File: src/rtl/mips_pkg.sv
// rtl/mips_pkg.sv - shared widths, EX/MEM ctrl bundle layout and dmem FSM encoding
package mips_pkg;
  localparam int DATA_W_DEF = 32;
  localparam int REG_AW_DEF = 5;

  // ctrl bundle is {Branch,MemRead,MemWrite,RegWrite,MemtoReg}
  localparam int CTRL_W        = 5;
  localparam int CTRL_BRANCH   = 4;
  localparam int CTRL_MEMREAD  = 3;
  localparam int CTRL_MEMWRITE = 2;
  localparam int CTRL_REGWRITE = 1;
  localparam int CTRL_MEMTOREG = 0;

  typedef enum logic {
    DMEM_IDLE = 1'b0,
    DMEM_BUSY = 1'b1
  } dmem_state_e;
endpackage

File: src/rtl/dmem_req_fsm.sv
// rtl/dmem_req_fsm.sv - data-memory req/ack master with timeout abort and pipeline stall
module dmem_req_fsm
  import mips_pkg::*;
#(
  parameter int MEM_TIMEOUT = 15
) (
  input  logic clk_i,
  input  logic rst_i,
  input  logic mem_read_i,
  input  logic mem_write_i,
  input  logic aligned_i,
  input  logic mem_ack_i,
  output logic mem_req_o,
  output logic mem_we_o,
  output logic stall_o,
  output logic mem_err_o,
  output logic ack_hit_o
);
  localparam int CNT_W = $clog2(MEM_TIMEOUT + 1);

  dmem_state_e      state_q;
  logic [CNT_W-1:0] cnt_q;
  logic             mem_op;
  logic             busy;
  logic             timeout;

  assign mem_op    = mem_read_i | mem_write_i;
  assign busy      = (state_q == DMEM_BUSY);
  assign timeout   = busy & ~mem_ack_i & (cnt_q == CNT_W'(MEM_TIMEOUT - 1));
  assign ack_hit_o = busy & mem_ack_i;
  assign mem_req_o = busy;
  assign mem_we_o  = busy & mem_write_i;
  // The cycle that finishes the access releases the pipeline so MEM/WB captures it.
  assign stall_o   = mem_op & aligned_i & ~(busy & (mem_ack_i | timeout));
  assign mem_err_o = (~busy & mem_op & ~aligned_i) | timeout;

  always_ff @(posedge clk_i or posedge rst_i) begin
    if (rst_i) begin
      state_q <= DMEM_IDLE;
      cnt_q   <= '0;
    end else begin
      case (state_q)
        DMEM_IDLE: begin
          if (mem_op & aligned_i) begin
            state_q <= DMEM_BUSY;
            cnt_q   <= '0;
          end
        end
        DMEM_BUSY: begin
          if (mem_ack_i | timeout) state_q <= DMEM_IDLE;
          else                     cnt_q   <= cnt_q + 1'b1;
        end
      endcase
    end
  end
endmodule

File: src/rtl/mem_stage.sv
// rtl/mem_stage.sv - EX/MEM register, data-memory access and MEM/WB register
module mem_stage
  import mips_pkg::*;
#(
  parameter int DATA_W      = DATA_W_DEF,
  parameter int REG_AW      = REG_AW_DEF,
  parameter int MEM_TIMEOUT = 15
) (
  input  logic              clk,
  input  logic              rst,
  input  logic [DATA_W-1:0] alu_result,
  input  logic              zero_flag,
  input  logic [DATA_W-1:0] store_data,
  input  logic [REG_AW-1:0] ex_rd,
  input  logic [CTRL_W-1:0] ex_ctrl,
  input  logic              flush,
  output logic              mem_req,
  output logic              mem_we,
  output logic [DATA_W-1:0] mem_addr,
  output logic [DATA_W-1:0] mem_wdata,
  input  logic              mem_ack,
  input  logic [DATA_W-1:0] mem_rdata,
  output logic              stall_o,
  output logic              pc_src,
  output logic              mem_err,
  output logic [REG_AW-1:0] exm_rd,
  output logic              exm_regwrite,
  output logic [DATA_W-1:0] exm_alu,
  output logic [REG_AW-1:0] wb_rd,
  output logic              wb_regwrite,
  output logic              wb_memtoreg,
  output logic [DATA_W-1:0] wb_alu,
  output logic [DATA_W-1:0] wb_rdata
);
  logic [DATA_W-1:0] exm_alu_q, exm_wdata_q;
  logic [REG_AW-1:0] exm_rd_q;
  logic [CTRL_W-1:0] exm_ctrl_q, exm_ctrl_d;
  logic              exm_zero_q;
  logic [REG_AW-1:0] wb_rd_q, wb_rd_d;
  logic              wb_regwrite_q, wb_regwrite_d;
  logic              wb_memtoreg_q, wb_memtoreg_d;
  logic [DATA_W-1:0] wb_alu_q, wb_alu_d;
  logic [DATA_W-1:0] wb_rdata_q, wb_rdata_d;
  logic              ack_hit;

  dmem_req_fsm #(.MEM_TIMEOUT(MEM_TIMEOUT)) u_fsm (
    .clk_i       (clk),
    .rst_i       (rst),
    .mem_read_i  (exm_ctrl_q[CTRL_MEMREAD]),
    .mem_write_i (exm_ctrl_q[CTRL_MEMWRITE]),
    .aligned_i   (exm_alu_q[1:0] == 2'b00),
    .mem_ack_i   (mem_ack),
    .mem_req_o   (mem_req),
    .mem_we_o    (mem_we),
    .stall_o     (stall_o),
    .mem_err_o   (mem_err),
    .ack_hit_o   (ack_hit)
  );

  assign exm_ctrl_d = flush ? '0 : ex_ctrl;

  always_ff @(posedge clk or posedge rst) begin
    if (rst) begin
      exm_alu_q   <= '0;
      exm_wdata_q <= '0;
      exm_rd_q    <= '0;
      exm_ctrl_q  <= '0;
      exm_zero_q  <= 1'b0;
    end else if (!stall_o) begin
      exm_alu_q   <= alu_result;
      exm_wdata_q <= store_data;
      exm_rd_q    <= ex_rd;
      exm_ctrl_q  <= exm_ctrl_d;
      exm_zero_q  <= zero_flag;
    end
  end

  // A stalled cycle pushes an all-zero bubble into MEM/WB.
  always_comb begin
    wb_rd_d       = '0;
    wb_regwrite_d = 1'b0;
    wb_memtoreg_d = 1'b0;
    wb_alu_d      = '0;
    wb_rdata_d    = '0;
    if (!stall_o) begin
      wb_rd_d       = exm_rd_q;
      wb_regwrite_d = exm_ctrl_q[CTRL_REGWRITE] & ~exm_ctrl_q[CTRL_MEMWRITE] & ~mem_err;
      wb_memtoreg_d = exm_ctrl_q[CTRL_MEMTOREG];
      wb_alu_d      = exm_alu_q;
      wb_rdata_d    = ack_hit ? mem_rdata : '0;
    end
  end

  always_ff @(posedge clk or posedge rst) begin
    if (rst) begin
      wb_rd_q       <= '0;
      wb_regwrite_q <= 1'b0;
      wb_memtoreg_q <= 1'b0;
      wb_alu_q      <= '0;
      wb_rdata_q    <= '0;
    end else begin
      wb_rd_q       <= wb_rd_d;
      wb_regwrite_q <= wb_regwrite_d;
      wb_memtoreg_q <= wb_memtoreg_d;
      wb_alu_q      <= wb_alu_d;
      wb_rdata_q    <= wb_rdata_d;
    end
  end

  assign mem_addr     = exm_alu_q;
  assign mem_wdata    = exm_wdata_q;
  assign pc_src       = exm_ctrl_q[CTRL_BRANCH] & exm_zero_q;
  assign exm_rd       = exm_rd_q;
  assign exm_regwrite = exm_ctrl_q[CTRL_REGWRITE];
  assign exm_alu      = exm_alu_q;
  assign wb_rd        = wb_rd_q;
  assign wb_regwrite  = wb_regwrite_q;
  assign wb_memtoreg  = wb_memtoreg_q;
  assign wb_alu       = wb_alu_q;
  assign wb_rdata     = wb_rdata_q;
endmodule

File: config.mk
export PLATFORM = sky130hd
export DESIGN_NAME = mem_stage
export DESIGN_NICKNAME = d
export VERILOG_FILES = /design/src/rtl/mips_pkg.sv /design/src/rtl/dmem_req_fsm.sv /design/src/rtl/mem_stage.sv
export SDC_FILE = /design/constraint.sdc
export NUM_CORES = 1
export LEC_CHECK = 0
export ABC_AREA = 1
export CAP_MARGIN = 20
export CORE_MARGIN = 2
export CORE_UTILIZATION = 38
export CTS_BUF_LIST = sky130_fd_sc_hd__clkbuf_8
export DETAILED_ROUTE_END_ITERATION = 16
export PLACE_DENSITY = 0.79
export SETUP_SLACK_MARGIN = 0.05
export SLEW_MARGIN = 20
export SYNTH_ARGS = -nofsm -noshare
export SYNTH_HDL_FRONTEND = slang
export SYNTH_SLANG_ARGS = --single-unit
File: constraint.sdc
create_clock -name clk -period 5.2 [get_ports clk]
set_input_delay 1.04 -clock clk [delete_from_list [all_inputs] [get_ports clk]]
set_output_delay 1.04 -clock clk [all_outputs]
set_load 0.005 [all_outputs]
==> results.toml, run 1 <==
[yosys]
synth_warnings = 0
synthesis.instances = 648
synth_cell_types = 18
synth_fp_nets = 761
synth_seq_cells = 151
synth_area_um2 = 6100
avgSynthCellArea_um2 = 9.42
synth_seq_area_share_pct = 61.9

[floorplan]
die-area_um2 = 17100
dieHeight_um = 131
die_w_um = 131
io_pins = 289
rows = 46
core_um2 = 15800
start_util_pct = 38.7

[placed_design]
place_congestion = 0.748
io_buffers = 288
place_hpwl_mm = 11.4

[clock_tree]
clk_pin_slew_worst_paths_ps = 80
clkSinkCount = 151
cts_root_buf = "clkbuf_8"
cts_tree = "built"
cts_max_level = 4
post-cts-setup-buffer-count = 0
insertion_delay_ps = 440
cts_buffers = 17
ctsResizeCount = 0
clock_path_buffers = 2
cts-hold-fix-buffers = 0

[final_layout]
utilization_pct = 58.5
fillCellCount = 1384
finalNetCount = 1001
area_growth_syn_to_layout_pct = 51.1
drive_gt1_share_pct = 4.88
antenna_cells = 0

[routing]
ant_nets = 0
drc_errors = 0
via_per_inst = 4.59
wire_per_inst_um = 15.4
drt_iter0_drc = 284
dr_total_vias = 5122
dr.pass1.iters = 6
wirelength_mm = 17.2

[power_and_ir_drop]
finalPower_uw = 2900
vdd.ir_drop.worst_v = 0.000191
powerDensity_nw_per_um2 = 315
leakagePower_uw = 0.00464

[timing]
maxSlewViolCount = 0
relSlewSlack_pct = 38.7
hold_violations = 0
rsz0062_at_grt = "false"
setup_tns_ps = 0
fin_skew_ps = 18.6
period_share_pct = 72.5
worst_pin_slew_ps = 919
max_freq_mhz = 265
setup_viol = 0
finalWorstPathRequiredPeriod_ps = 3770

[critical_path]
worstSetupPathType = "input port to output pin"
crit_path_end_kind = "output pin"
crit_required_ps = 4160
worstReg2RegStart = "u_fsm.cnt_q[0]$_DFFE_PP0P_"
worstPathArrival_ps = 2730
start_kind = "input port"
r2r_cells = 9
path_max_fanout = 23
crit_path_start = "mem_ack"

[run_status]
status = "finished clean"

[worst_hold_path]
holdCritStartpoint = "exm_alu[0]$_DFFE_PP0N_"
hold_depth = 0
min_path_type = "flop to flop"

[global_route]
first_global_vias = 4969
grt_util_all_layers_pct = 19.7
grt_pass1_wl_mm = 25.8
grt_max_degree = 102
overflow = 0
grt_antenna_before_repair = 0

[flow_run]
cap_violations = 0
## layout make-up
type	instances	area, um^2	share of cell area [%]
Timing Repair Buffer	295	2940	31.8
Clock inverter	14	140	1.52
Tap cell	216	270	2.93
Inverter	86	328	3.55
Sequential cell	151	3780	41.0
Clock buffer	18	248	2.69
Multi-Input combinational cell	337	1520	16.5
## cell usage after synthesis (all sizes together)
cell,n,area [um^2]
nand4,74,463
inv,86,323
nand3,8,45.0
dfrtp,151,3780
xnor2,1,8.76
ha,2,25.0
buf,70,487
clkbuf,4,15.0
nand2,203,767
nand3b,1,7.51
nor2,48,183
## worst paths after layout
kind                                            endpoint  slack (ps)
min in group asynchronous            wb_alu[3]$_DFF_PP0_        1180
worst max register to register   exm_alu[26]$_DFFE_PP0N_        2850
worst min register to register       wb_alu[0]$_DFF_PP0_         440
worst min-delay path                 wb_alu[0]$_DFF_PP0_         440
max in group asynchronous       mem_wdata[7]$_DFFE_PP0N_        3070
worst max-delay path                             stall_o        1430
## placed cells by master (no fill, tap or decap), drive strengths merged
master	Yosys	final
clkinv	0	4
clkdlybuf4s50	0	288
nand4	74	74
inv	86	92
nand2	203	203
nand3b	1	1
bufinv	0	1
xnor2	1	1
nand3	8	8
buf	70	7
clkbuf	4	18
ha	2	2
clkinvlp	0	3
nor2	48	48
dfrtp	151	151
## layer usage
layer	share of wire [%]	GRT usage, %
met5	0	0
met4	1.1	5.51
met3	10	7.98
met2	50	35.3
met1	39	21.7
## state kept, by name, summed over array words and instances, names as in the netlist, 4 cells and up
| signal | cells |
|---|---|
| exm_alu | 32 |
| mem_wdata | 32 |
| wb_alu | 32 |
| wb_rdata | 32 |
| exm_ctrl_q | 5 |
| exm_rd | 5 |
| wb_rd | 5 |
| u_fsm.cnt_q | 4 |
## through the flow
step	cell area [um^2]	cells	worst slack [ps]	hold slack (ps)
after global placement	8830	1085	1420	428
after detailed placement	8830	1085	1390	428
after global routing	9220	1117	1320	467
after CTS	9220	1117	1390	452
after floorplan	6100	648	95.3	437
final	9220	1117	1430	442
## power breakdown
part / switching [uW] / total [uW] / internal, uW
Sequential: 85.3 / 1380 / 1300
Combinational: 262 / 640 / 378
Clock: 479 / 882 / 403
## critical path, stage by stage
cell and delay, ps:
clkdlybuf4s50_1 550, nor2_1 100, nand2_4 90, nand3_4 230, inv_1 160, clkdlybuf4s50_1 550
## logic make-up (layout without fill, tap and decap cells)
group	Yosys count	in the layout	synth area share, %
buffers and inverters	160	413	13.5
DFF	151	151	61.9
xor gates and xnor gates	1	1	0.144
and+or+nand+nor	334	334	24.0
adders and majority gates	2	2	0.410
Note: power is estimated with default switching activity, not from simulation.
==> inputs of run 2 (changes only) <==
- clock period: 5.2 -> 3.1 ns (I/O delays scaled with it)
==> run 2 against run 1 <==
Sequential share of layout area fell by 0.43 points. Die area unchanged. Final area increased by 1.1%. Setup slack worse by 1000 ps. Hold slack worse by 1.4 ps. Utilization rose by 0.62 points. Clock power up 90%. Critical path depth stayed put. Largest power group unchanged.
==> results.toml, run 2 (synthesized netlist as in run 1, its figures left out) <==
[final_layout]
utilization_pct = 59.1
final_common_cell = "clkdlybuf4s50_1"
most-common-layout-cells = "clkdlybuf4s50_1 (288), nand2_1 (201), dfrtp_1 (151)"
antenna_cells = 0
fillCellCount = 1369
finalNetCount = 1002
final_area_um2 = 9320
drive_gt1_share_pct = 4.99
area_growth_syn_to_layout_pct = 52.7

[global_route]
grt_pass1_wl_mm = 24.7
overflow = 0
grt_util_all_layers_pct = 18.9
grt_antenna_before_repair = 0
first_global_vias = 4884
grt_max_degree = 112

[floorplan]
die-area_um2 = 17100
rows = 46
io_pins = 289
start_util_pct = 38.7
die_w_um = 131
core_um2 = 15800
dieHeight_um = 131

[flow_run]
cap_violations = 0

[timing]
layout_setup_ws_ps = 422
setup_viol = 0
rsz0062_at_grt = "false"
fin_skew_ps = 11.3
worst_pin_slew_ps = 856
setup_tns_ps = 0
period_share_pct = 86.4
relSlewSlack_pct = 42.9
max_freq_mhz = 373
finalWorstPathRequiredPeriod_ps = 2680
maxSlewViolCount = 0
hold_violations = 0

[critical_path]
worstReg2RegStart = "exm_alu[1]$_DFFE_PP0N_"
r2r_setup_slack_ps = 950
crit_family = "buffers and inverters"
crit_chain = "clkdlybuf4s50_1 -> nor2_1 -> nand2_2 -> nand3_4 -> inv_1 -> clkdlybuf4s50_1"
crit_path_end_kind = "output pin"
r2r_end = "u_fsm.cnt_q[1]$_DFFE_PP0P_"
path_max_fanout = 5
crit_required_ps = 2480
cpPeakStageDelay_ps = 540
r2r_cells = 8
path_buf_inv = 3
path_common_cell = "clkdlybuf4s50_1"
slowest_stage = "clkdlybuf4s50_1"
path_depth = 6
start_kind = "input port"
worstSetupPathType = "input port to output pin"
crit_path_start = "mem_ack"
worstPathArrival_ps = 2060
cp-endpoint = "stall_o"

[clock_tree]
cts_tree = "built"
ctsResizeCount = 0
cts-hold-fix-buffers = 0
insertion_delay_ps = 440
cts_max_level = 4
cts_root_buf = "clkbuf_8"
post-cts-setup-buffer-count = 0
cts_buffers = 17
clk_pin_slew_worst_paths_ps = 90
clock_path_buffers = 2
clkSinkCount = 151

[placed_design]
io_buffers = 288
dp_slack_ps = 416
placed_area_um2 = 8870
place_hpwl_mm = 11.1
place_congestion = 0.778

[power_and_ir_drop]
powerDensity_nw_per_um2 = 544
finalPower_uw = 5070
vdd.ir_drop.worst_v = 0.000263
leakagePower_uw = 0.00467

[routing]
drt_iter0_drc = 224
via_per_inst = 4.60
ant_nets = 0
dr_wl_met3_mm = 1.31
dr_total_vias = 5144
drt-met1-wl_mm = 6.76
wire_per_inst_um = 14.7
wl_met2_mm = 8.12
routed.top_layer = "met4"
dr.pass1.iters = 4
wirelength_mm = 16.5
drc_errors = 0

[worst_hold_path]
hold_depth = 0
min_path_type = "flop to flop"

[run_status]
status = "finished clean"
-- run 2: cell types whose count changed in the layout (fill, tap and decap cells not counted) --
cell,previous run,this run
buf_12,0,3
nand2_4,2,1
inv_6,4,2
inv_8,2,0
nand2_2,0,1
bufinv_16,1,4
buf_4,7,5
clkinvlp_4,3,4
-- run 2: metrics by stage --
stage | std cells | hold slack (ps)
after floorplan | 648 | 437
after detailed placement | 1086 | 413
after global placement | 1086 | 411
after global routing | 1118 | 467
after CTS | 1118 | 443
final | 1118 | 440
-- run 2: metal layers --
layer	vias up	GRT usage (%)
li1	2449	-
met1	2461	22.8
met2	215	31.5
met3	19	6.47
met4	0	6.88
met5	-	0
-- run 2: area by class of cell --
class                      instances  area, um^2  area share, %
tap                              216         270           2.90
sequential                       151        3780           40.5
clock inverter                    14         199           2.13
timing repair buffer             296        2980           32.0
multi-input combinational        337        1520           16.3
clock buffer                      18         248           2.66
inverter                          86         327           3.50
-- run 2: how the worst min path moves through the flow --
| stage | endpoint | from |
|---|---|---|
| 2_1_floorplan | wb_memtoreg$_DFF_PP0_ | exm_ctrl_q[0]$_DFFE_PP0N_ |
| 3_3_place_gp | wb_alu[0]$_DFF_PP0_ | exm_alu[0]$_DFFE_PP0N_ |
| 3_5_place_dp | wb_alu[1]$_DFF_PP0_ | exm_alu[1]$_DFFE_PP0N_ |
| 4_1_cts | wb_alu[1]$_DFF_PP0_ | exm_alu[1]$_DFFE_PP0N_ |
| 5_1_grt | wb_alu[1]$_DFF_PP0_ | exm_alu[1]$_DFFE_PP0N_ |
| 6_report | wb_alu[1]$_DFF_PP0_ | exm_alu[1]$_DFFE_PP0N_ |
-- run 2: power by group --
part	switching, uW	total, uW	internal [uW]	leakage [uW]
clock	773	1680	906	0.000217
combinational	433	1070	640	0.00258
sequential	141	2320	2180	0.00187
==> inputs of run 3 (changes only) <==
- CORE_MARGIN: 2 -> 10
- RECOVER_POWER: default -> 25
==> run 3 against run 2 <==
The run now ends with capacitance limit, slew limit left. Die area grew 26%. Via count shrank 0.70%. Sequential cell count is the same. Clock skew grew 1.9 ps. Fmax grew 0.69%. Sequential share of layout area grew 0.49 points. Non-clock buffer count shrank 2. Critical path type unchanged. Largest cell class unchanged. Largest power group unchanged.
==> results.toml, run 3 (synthesized netlist as in run 1, its figures left out) <==
[routing]
via_per_inst = 4.58
dr_wl_met3_mm = 2.01
drc_errors = 0
wirelength_mm = 19.2
ant_nets = 0
drt-met1-wl_mm = 7.94
drt_iter0_drc = 249
dr.pass1.iters = 4
routed.top_layer = "met4"
wl_met2_mm = 9.06
dr_total_vias = 5108
wire_per_inst_um = 17.3

[timing]
maxSlewViolCount = 74
finalWorstPathRequiredPeriod_ps = 2660
worst_pin_slew_ps = 1780
setup_viol = 0
fin_skew_ps = 13.2
hold_violations = 0
relSlewSlack_pct = -18.9
max_freq_mhz = 376
period_share_pct = 85.8
setup_tns_ps = 0
whs_ps = 459
rsz0062_at_grt = "false"

[power_and_ir_drop]
p_seq_share_pct = 48.0
intPower_uw = 3490
pwr-share-comb_pct = 22.7
switching_share_pct = 27.8
clock_power_share_pct = 29.3
vdd.ir_drop.worst_v = 0.000287
powerDensity_nw_per_um2 = 524
p_sw_uw = 1340
leakagePower_uw = 0.00462

[worst_hold_path]
hold_depth = 0
min_path_type = "flop to flop"

[global_route]
grt_pass1_wl_mm = 30.5
overflow = 0
first_global_vias = 5388
grt_util_all_layers_pct = 17.7
grt_antenna_before_repair = 0
grt_max_degree = 112

[clock_tree]
cts_tree = "built"
clkSinkCount = 151
post-cts-setup-buffer-count = 0
cts_root_buf = "clkbuf_8"
cts-hold-fix-buffers = 0
ctsResizeCount = 0
cts_max_level = 4
clk_pin_slew_worst_paths_ps = 80
clock_path_buffers = 2
cts_buffers = 17
insertion_delay_ps = 430

[critical_path]
crit_required_ps = 2480
slowest_stage = "clkdlybuf4s50_1"
cp-endpoint = "stall_o"
r2r_end = "u_fsm.cnt_q[2]$_DFFE_PP0P_"
crit_chain = "clkdlybuf4s50_1 -> nor2_1 -> nand2_2 -> nand3_4 -> inv_1 -> clkdlybuf4s50_1"
cpPeakStageDelay_ps = 540
path_max_fanout = 6
worstSetupPathType = "input port to output pin"
crit_path_end_kind = "output pin"
worstReg2RegStart = "exm_alu[1]$_DFFE_PP0N_"
crit_path_start = "mem_ack"
worstPathArrival_ps = 2040
r2r_setup_slack_ps = 990
r2r_cells = 8
path_common_cell = "clkdlybuf4s50_1"
start_kind = "input port"

[final_layout]
most-common-layout-cells = "clkdlybuf4s50_1 (287), nand2_1 (201), dfrtp_1 (151)"
antenna_cells = 0
finalNetCount = 1000
fin_cells = 1115
fillCellCount = 1355
drive_gt1_share_pct = 4.78
final_common_cell = "clkdlybuf4s50_1"
final_area_um2 = 9210
utilization_pct = 58.2
area_growth_syn_to_layout_pct = 50.9

[placed_design]
dp_cells = 1084
placed_area_um2 = 8860
place_hpwl_mm = 13.4
io_buffers = 288
place_congestion = 0.780

[floorplan]
start_util_pct = 38.6
dieHeight_um = 147
die-area_um2 = 21500
rows = 46
io_pins = 289
core_um2 = 15800
die_w_um = 147

[run_status]
violations = "capacitance limit, slew limit"
status = "finished, violations left"

[flow_run]
cap_violations = 1
## run 3: cell count changes in the layout (fill, tap and decap cells not counted), sizes merged
| cell | previous run | this run |
|---|---|---|
| inv | 88 | 87 |
| buf | 8 | 5 |
| dlygate4sd3 | 0 | 1 |
| clkbuf | 18 | 20 |
| clkinvlp | 4 | 5 |
| bufinv | 4 | 1 |
| clkinv | 4 | 5 |
| clkdlybuf4s50 | 288 | 287 |
## run 3: layout make-up
| cell class | instances | area [um^2] | share of cell area (%) |
|---|---|---|---|
| repair buffers | 294 | 2950 | 32.1 |
| clock inverters | 12 | 103 | 1.11 |
| multi-input cells | 337 | 1520 | 16.5 |
| clock buffers | 19 | 262 | 2.84 |
| flip-flops and latches | 151 | 3780 | 41.0 |
| well taps | 216 | 270 | 2.94 |
| inverters | 86 | 324 | 3.52 |
## run 3: through the flow
stage | setup WS, ps | total power, uW
floorplan | 577 | 2770
global placement | 474 | 3450
detailed placement | 393 | 3470
CTS | 421 | 4910
global route | 322 | 5080
finish | 441 | 4830
## run 3: power by group through the flow
stage / Clock, uW / Sequential, uW / Combinational, uW
finish: 1410 / 2320 / 1100
global route: 1530 / 2350 / 1200
CTS: 1470 / 2320 / 1120
detailed placement: 0 / 2360 / 1120
global placement: 0 / 2350 / 1100
floorplan: 0 / 2350 / 417
## run 3: worst min path at each step
stage / from / end / slack [ps]
CTS: exm_alu[0]$_DFFE_PP0N_ / wb_alu[0]$_DFF_PP0_ / 470
floorplan: exm_ctrl_q[0]$_DFFE_PP0N_ / wb_memtoreg$_DFF_PP0_ / 440
global route: exm_alu[1]$_DFFE_PP0N_ / wb_alu[1]$_DFF_PP0_ / 480
global placement: exm_alu[1]$_DFFE_PP0N_ / wb_alu[1]$_DFF_PP0_ / 440
finish: exm_alu[0]$_DFFE_PP0N_ / wb_alu[0]$_DFF_PP0_ / 460
detailed placement: exm_alu[0]$_DFFE_PP0N_ / wb_alu[0]$_DFF_PP0_ / 450
## run 3: critical path, delay by kind of cell
family / cells / cell delay (ps)
buffers and inverters: 3 / 1120
AND/OR/NAND/NOR: 3 / 300
## run 3: per-layer routing
metal	track usage [%]	up-vias
li1	-	2439
met1	20.5	2439
met2	28.2	216
met3	8.78	14
met4	5.16	0
met5	0	-
